`src/rtl/am2901_useq.sv`:
```
// am2901_useq: microprogram sequencer with flags, return stack, loop counter and halt (optional SEQ_STACK_TRAP_EN)
module am2901_useq #(
    parameter int AW    = 8,
    parameter int DEPTH = 4,
    parameter int CW    = 8
) (
    input  logic          clk,
    input  logic          reset_n,
    input  logic          hold,
    input  logic [2:0]    seq_op,
    input  logic [AW-1:0] br_addr,
    input  logic [CW-1:0] ct_data,
    input  logic [2:0]    cond_sel,
    input  logic          cond_pol,
    input  logic          flag_ld,
    input  logic          z,
    input  logic          ovr,
    input  logic          c4,
    input  logic          f3,
    output logic [AW-1:0] uaddr,
    output logic          stk_empty,
    output logic          stk_full,
    output logic          halted,
    output logic          trap
);
    localparam int PW = $clog2(DEPTH);
    localparam logic [PW:0] SP_FULL = (PW+1)'(DEPTH);

    logic [AW-1:0] uaddr_q, uaddr_d, next_a;
    logic [PW:0]   sp_q, sp_d;
    logic [PW-1:0] top_q, top_d, top_m1;
    logic [CW-1:0] ctr_q, ctr_d;
    logic [3:0]    flag_q, flag_d;
    logic          halted_q, halted_d, trap_q, trap_d;
    logic          cond, run, push, pop;
    logic [AW-1:0] stk_q [DEPTH];

    // The stack is a ring: top_q is the next write slot, so a push on full
    // silently overwrites the oldest entry while sp_q saturates at DEPTH.
    assign next_a    = uaddr_q + 1'b1;
    assign top_m1    = top_q - 1'b1;
    assign run       = !hold && !halted_q;
    assign cond      = (cond_sel[2] | flag_q[cond_sel[1:0]]) ^ cond_pol;
    assign stk_empty = sp_q == '0;
    assign stk_full  = sp_q == SP_FULL;
    assign uaddr     = uaddr_q;
    assign halted    = halted_q;
    assign trap      = trap_q;

    // Next-state decode of the sequencer opcode
    always_comb begin
        uaddr_d  = uaddr_q;
        ctr_d    = ctr_q;
        halted_d = halted_q;
        trap_d   = trap_q;
        push     = 1'b0;
        pop      = 1'b0;
        if (run) begin
            uaddr_d = next_a;
            case (seq_op)
                3'd1: uaddr_d = br_addr;
                3'd2: uaddr_d = cond ? br_addr : next_a;
                3'd3: if (cond) begin
`ifdef SEQ_STACK_TRAP_EN
                    if (stk_full) begin
                        uaddr_d = '1;
                        trap_d  = 1'b1;
                    end else begin
                        push    = 1'b1;
                        uaddr_d = br_addr;
                    end
`else
                    push    = 1'b1;
                    uaddr_d = br_addr;
`endif
                end
                3'd4: if (cond && !stk_empty) begin
                    pop     = 1'b1;
                    uaddr_d = stk_q[top_m1];
                end
                3'd5: ctr_d = ct_data;
                3'd6: if (ctr_q != '0) begin
                    ctr_d   = ctr_q - 1'b1;
                    uaddr_d = br_addr;
                end
                3'd7: begin
                    uaddr_d  = uaddr_q;
                    halted_d = 1'b1;
                end
                default: uaddr_d = next_a;
            endcase
        end
        sp_d   = push ? (stk_full ? sp_q : sp_q + 1'b1) : pop ? sp_q - 1'b1 : sp_q;
        top_d  = push ? top_q + 1'b1 : pop ? top_m1 : top_q;
        flag_d = (run && flag_ld) ? {f3, c4, ovr, z} : flag_q;
    end

    // Control state registers with asynchronous clear
    always_ff @(posedge clk or negedge reset_n) begin
        if (!reset_n) begin
            uaddr_q  <= '0;
            sp_q     <= '0;
            top_q    <= '0;
            ctr_q    <= '0;
            flag_q   <= '0;
            halted_q <= 1'b0;
            trap_q   <= 1'b0;
        end else begin
            uaddr_q  <= uaddr_d;
            sp_q     <= sp_d;
            top_q    <= top_d;
            ctr_q    <= ctr_d;
            flag_q   <= flag_d;
            halted_q <= halted_d;
            trap_q   <= trap_d;
        end
    end

    // Stack storage needs no reset; sp_q alone decides which entries are live
    always_ff @(posedge clk) begin
        if (push) stk_q[top_q] <= next_a;
    end
endmodule

```
`config.mk`:
```
export PLATFORM = sky130hd
export DESIGN_NAME = am2901_useq
export DESIGN_NICKNAME = d
export VERILOG_FILES = /design/src/rtl/am2901_useq.sv
export SDC_FILE = /design/constraint.sdc
export NUM_CORES = 1
export LEC_CHECK = 0
export ABC_AREA = 1
export CORE_MARGIN = 2
export CORE_UTILIZATION = 40
export DETAILED_ROUTE_END_ITERATION = 16
export DONT_BUFFER_PORTS = 1
export PLACE_DENSITY_LB_ADDON = 0.15
export SYNTH_ARGS = -nofsm -noshare
export SYNTH_HDL_FRONTEND = slang
export SYNTH_SLANG_ARGS = --single-unit
```
`constraint.sdc`:
```
create_clock -name clk -period 2.1 [get_ports clk]
set_clock_uncertainty 0.1 [all_clocks]
set_input_delay 0.42 -clock clk [delete_from_list [all_inputs] [get_ports clk]]
set_output_delay 0.42 -clock clk [all_outputs]
set_load 0.01 [all_outputs]
```
### Yosys cells after proc, flatten, opt, wreduce, memory -nomap -nowiden

Memories as Yosys holds them, arrays and structs flattened.
Index checks and enable logic that the tools add are counted.

* $add $sub $neg: 6
* $lt $le $gt $ge: 1
* equal/unequal tests: 10
* mux-type cells: 21
* bitwise gates (word level): 3
* reductions and logical operators: 15

Operator list (count)
* case mux 8 bit (5 select lines): 1
* two-way mux 8 bit: 4
* case mux 8 bit (2 select lines): 1
* equality test 3 bit, second input constant: 5
* two-way mux 1 bit: 9
* two-way mux 3 bit: 3
* adder 8 x 1 -> 8 bit, second input constant: 1
* nonzero test 8 bit: 1
* subtractor 8 x 1 -> 8 bit, second input constant: 1
* equality test 3 x 2 -> 1 bit, second input constant: 2
* AND reduction 2 bit: 3
* two-way mux 2 bit: 2
* inequality test 2 bit, second input constant: 2
* nonzero test 2 bit: 2
* adder 3 x 1 -> 3 bit, second input constant: 1
* equality test 3 x 1 -> 1 bit, second input constant: 1
* logical AND 1 bit: 3
* zero test 1 bit: 3
* zero test 3 bit: 1
* < comparator 2 x 3 -> 1 bit, second input constant: 1
* AND reduction 3 bit: 1
* subtractor 3 x 1 -> 3 bit, second input constant: 1
* adder 2 x 1 -> 2 bit, second input constant: 1
* binary-select mux 1 bit (select 2 bit): 1
* other kinds (5): 5

* register bits: 26
* bits in writable memories: 32
* input bits: 31
* output and inout bits: 12
* logic and storage cells: 63
* memories: 1

Memories
* stk_q: depth 4, width 8, rd ports 1, clocked after Yosys merged registers in 0, write ports 1, line 36 `logic [AW-1:0] stk_q [DEPTH];`

### Longest topological paths before layout

* depth after elaboration: 10
* gate-level depth with buffers: 16
* mapped depth without buffers: 16

### Worst setup path after synthesis

No wires, ideal clock.

* path type: register to register
* start point: register top_q[0]
* end point: register uaddr_q[3], in the netlist uaddr[3]
* library setup time: 0.124 ns
* arrival time: 1.820 ns
* data required time: 1.876 ns
* slack: 0.056 ns
* stages on the path, launching flop included: 14
* buffers on the path: 3
* period minus slack after synthesis: 2.044 ns
* path through: dfrtp_1 -> buf_4 -> inv_2 -> buf_4 -> ha_1 -> buf_2 -> inv_1 -> nor2_1 -> o21ai_0 -> a21oi_1 -> nand3_1 -> nand2_1 -> a21oi_1 -> a21oi_1

* cells in the longest elaborated chain, start to end: 4

Ends and longest elaborated chain
* start: declaration: line 31 `logic [PW-1:0] top_q, top_d, top_m1;`
* start signal: assignment: line 111 `top_q <= top_d;`
* subtractor 2 x 1 -> 2 bit: line 41 `assign top_m1 = top_q - 1'b1;`
* memory read (4 x 8 bit)
* two-way mux 8 bit: line 77 `3'd4: if (cond && !stk_empty) begin`
* case mux 8 bit (5 select lines): line 60 `case (seq_op)`
* end signal: assignment: line 109 `uaddr_q <= uaddr_d;`
* end: declaration: line 29 `logic [AW-1:0] uaddr_q, uaddr_d, next_a;`

No other way between the ends.
A chain may end at the register's enable or synchronous reset.

### Worst setup path after layout

* start point: register top_q[1]
* end point: register uaddr_q[6], in the netlist uaddr[6]

The elaborated chain is that of the path after synthesis.

==> out/summary.txt <==
PwrDens - 1320 nW/um^2
CP Max Fanout - 8
worst reg-to-reg path cell count - 10
GR Util All Layers - 0.181
Hold Startpoint - hold
clk sink count - 58
CTS tree - built
register area share after synthesis - 0.509
clock slew at reported path FFs - 70 ps
final hold vios - 0
Internal - 2970 uW
I/O pin total - 43
total power - 4860 uW
Routed WL - 7120 um
antenna cells - 0
status - finished clean
Hold Crit Depth - 1
min-delay worst type - in -> reg
Site Rows - 32
critical path class - reg -> reg
peak supply drop - 0.000559 V
Final GP Congestion - 0.802
Combinational Power Share - 0.398
Vert. Die Dim - 93.0 um
nets - 427
Post-Syn Area - 3170 um^2
DRC Markers - 0
Final Max Slew Viols - 0
Post-CTS Setup Inserts - 0
clock tree root driver cell - clkbuf_8
Synthesis Warnings - 0
Yosys cell types - 35
first-pass GRT wire length - 11800 um
Core ar. - 7690 um^2
critical path arrival - 2080 ps
final setup TNS - 0 ps
Hold EP - halted$_DFFE_PN0P_
initial antenna violation count - 0
sequential power share - 0.374
met2 usage in global routing - 0.296
wire per inst - 14.4 um
switching pwr - 1890 uW
period utilization - 0.914
vias per std cell - 4.90
CTS max path bufs - 2
syn_nets - 399
met1 Usage GRT - 0.229
DR iter-0 viols - 112
area delta synth->final - 15.9%
Worst setup EP type - flop
Lkg Pwr - 0.00159 uW
Die W - 93.0 um
global-route met3 utilization - 0.0435
cells after synthesis - 361
fin crit period - 1920 ps
CTS Buf Count - 9
Vias - 2430
clock share of power - 0.228
Routed Antenna Nets - 0
RR Startpoint - top_q[1]$_DFFE_PN0P_
htree depth - 3
vias in the first global route - 2411
Clk Latency, worst-skew pair - 340 ps
die area - 8640 um^2
largest net degree at the start of global routing - 27
r2r setup slk - 180 ps
layout cells sized above 1 - 0.175
crit path launch type - flop
Sw Share - 0.388
# setup viols final - 0
global route hottest layer - met2
initial core utilization - 0.412
grt total ovfl - 0
First-pass DRT Iterations - 4
PortBufs - 0
Syn Area/Cell - 8.77 um^2
WP data required - 2260 ps
Maximum Capacitance Violations - 0
fmax - 0.521 GHz
hpwl dp - 5350 um
Reg-to-Reg End - uaddr[6]$_DFFE_PN0P_
RSZ-0062 raised after global routing - yes
#FFs+latches synth - 58
[logic make-up (layout without fill, tap and decap cells)]
family                   after synthesis  after routing  share of synthesized area
AND/OR/NAND/NOR                      166            166                      0.239
buffers and inverters                 59             92                     0.0770
flip-flops                            58             58                      0.509
AO/OA/AOI/OAI                         54             54                     0.0992
XOR/XNOR                              12             12                     0.0332
adder cells (fa/ha/maj)                7              7                     0.0277
multiplexers                           4              4                     0.0142
other                                  1              1                    0.00118
[synthesized netlist by cell type]
cell type | instances | share of area
o211ai_1 | 3 | 0.0071
nor2_2 | 2 | 0.0040
a22o_1 | 2 | 0.0055
buf_2 | 3 | 0.0047
o21bai_1 | 1 | 0.0024
a21oi_4 | 1 | 0.0051
nand2_2 | 5 | 0.0099
nor4_2 | 1 | 0.0040
nor3_2 | 2 | 0.0063
buf_6 | 1 | 0.0036
o21ai_0 | 14 | 0.022
clkbuf_1 | 1 | 0.0012
nand4_1 | 5 | 0.0099
inv_1 | 50 | 0.059
o21ai_2 | 2 | 0.0055
a21oi_1 | 23 | 0.036
o21ai_1 | 4 | 0.0063
inv_2 | 1 | 0.0012
buf_4 | 3 | 0.0071
ha_1 | 7 | 0.028
nor3_1 | 5 | 0.0079
edfxtp_1 | 32 | 0.30
dfrtp_1 | 26 | 0.21
nand2_1 | 69 | 0.082
nand3_1 | 32 | 0.051
nand3_2 | 2 | 0.0063
xnor2_1 | 2 | 0.0055
xor2_1 | 10 | 0.028
nor2_1 | 38 | 0.045
or2_2 | 3 | 0.0059
mux2_2 | 4 | 0.014
o2bb2ai_1 | 1 | 0.0028
nor2_4 | 2 | 0.0071
o22ai_1 | 3 | 0.0059
conb_1 | 1 | 0.0012
[layout by cell type (no fill, tap or decap), types with 3 or more instances in the layout]
cell type / Yosys / routed
nand3_1: 32 / 32
xor2_1: 10 / 10
nand2_2: 5 / 8
clkbuf_8: 0 / 9
o211ai_1: 3 / 3
inv_1: 50 / 49
mux2_2: 4 / 4
a21oi_1: 23 / 23
buf_4: 3 / 23
or2_2: 3 / 3
o21ai_1: 4 / 4
nor3_1: 5 / 5
dfrtp_1: 26 / 26
nand4_1: 5 / 5
ha_1: 7 / 6
nand2_1: 69 / 66
edfxtp_1: 32 / 32
o21ai_0: 14 / 14
nor2_1: 38 / 38
[worst max-delay path: stages (launching register included)]
cell,delay (ps)
dfrtp_1,400
inv_1,70
ha_1,330
buf_4,200
nor2_1,120
o21ai_1,70
a21oi_1,180
nand3_1,110
nand2_1,70
a21oi_1,40
a21oi_1,150
[what timing repair did]
action	in CTS	in global routing
gates resized for setup	0	6
setup endpoints to repair	0	31
endpoints found under the hold margin	26	0
hold buffers	2	0
[state kept, by name (all words and copies together), names as in the netlist]
| signal | count |
|---|---|
| stk_q | 32 |
| ctr_q | 8 |
| uaddr | 8 |
| flag_q | 4 |
| sp_q | 3 |
| top_q | 2 |
| halted | 1 |
[cell type report]
type	instances	area [um^2]
Clock inverter	6	81.3
Timing Repair Buffer	25	203
Tap cell	102	128
Sequential cell	58	1610
Clock buffer	10	128
Multi-Input combinational cell	244	1330
Fill cell	751	4020
Inverter	51	191
[routing by layer]
layer	part of all wire	wire, um	vias to the layer above
met5	0	0	-
met4	0.012	87	0
met3	0.048	339	8
met2	0.49	3470	49
met1	0.45	3220	1121
li1	-	-	1252
[power groups by stage]
stage	clock network, uW	logic, uW	registers, uW
2_1_floorplan	0	1330	1810
3_3_place_gp	0	1900	1840
3_5_place_dp	0	1920	1840
4_1_cts	1130	1940	1820
5_1_grt	1190	2190	1850
6_report	1110	1940	1820
[worst max-delay path by stage]
stage,from,end,slack (ps),cells past startpoint
after floorplan,top_q[0]$_DFFE_PN0P_,uaddr[3]$_DFFE_PN0P_,60,13
after global placement,cond_sel[0],sp_q[2]$_DFFE_PN0P_,120,15
after detailed placement,cond_sel[0],sp_q[2]$_DFFE_PN0P_,10,15
after CTS,flag_q[0]$_DFFE_PN0P_,sp_q[2]$_DFFE_PN0P_,80,14
after global routing,top_q[1]$_DFFE_PN0P_,uaddr[3]$_DFFE_PN0P_,2,10
final,top_q[1]$_DFFE_PN0P_,uaddr[6]$_DFFE_PN0P_,180,10
[per-stage QoR]
stage          setup WS [ps]   util  std cells  hold WS (ps)  cell area (um^2)
2_1_floorplan           56.1      -        361          24.4              3170
3_3_place_gp             121  0.444        478          25.1              3410
3_5_place_dp            11.8  0.444        478          25.2              3410
4_1_cts                 78.0  0.475        496          59.8              3650
5_1_grt                 1.94  0.477        496          56.1              3670
6_report                 180  0.477        496          77.8              3670
Note: power is estimated with default switching activity, not from simulation.
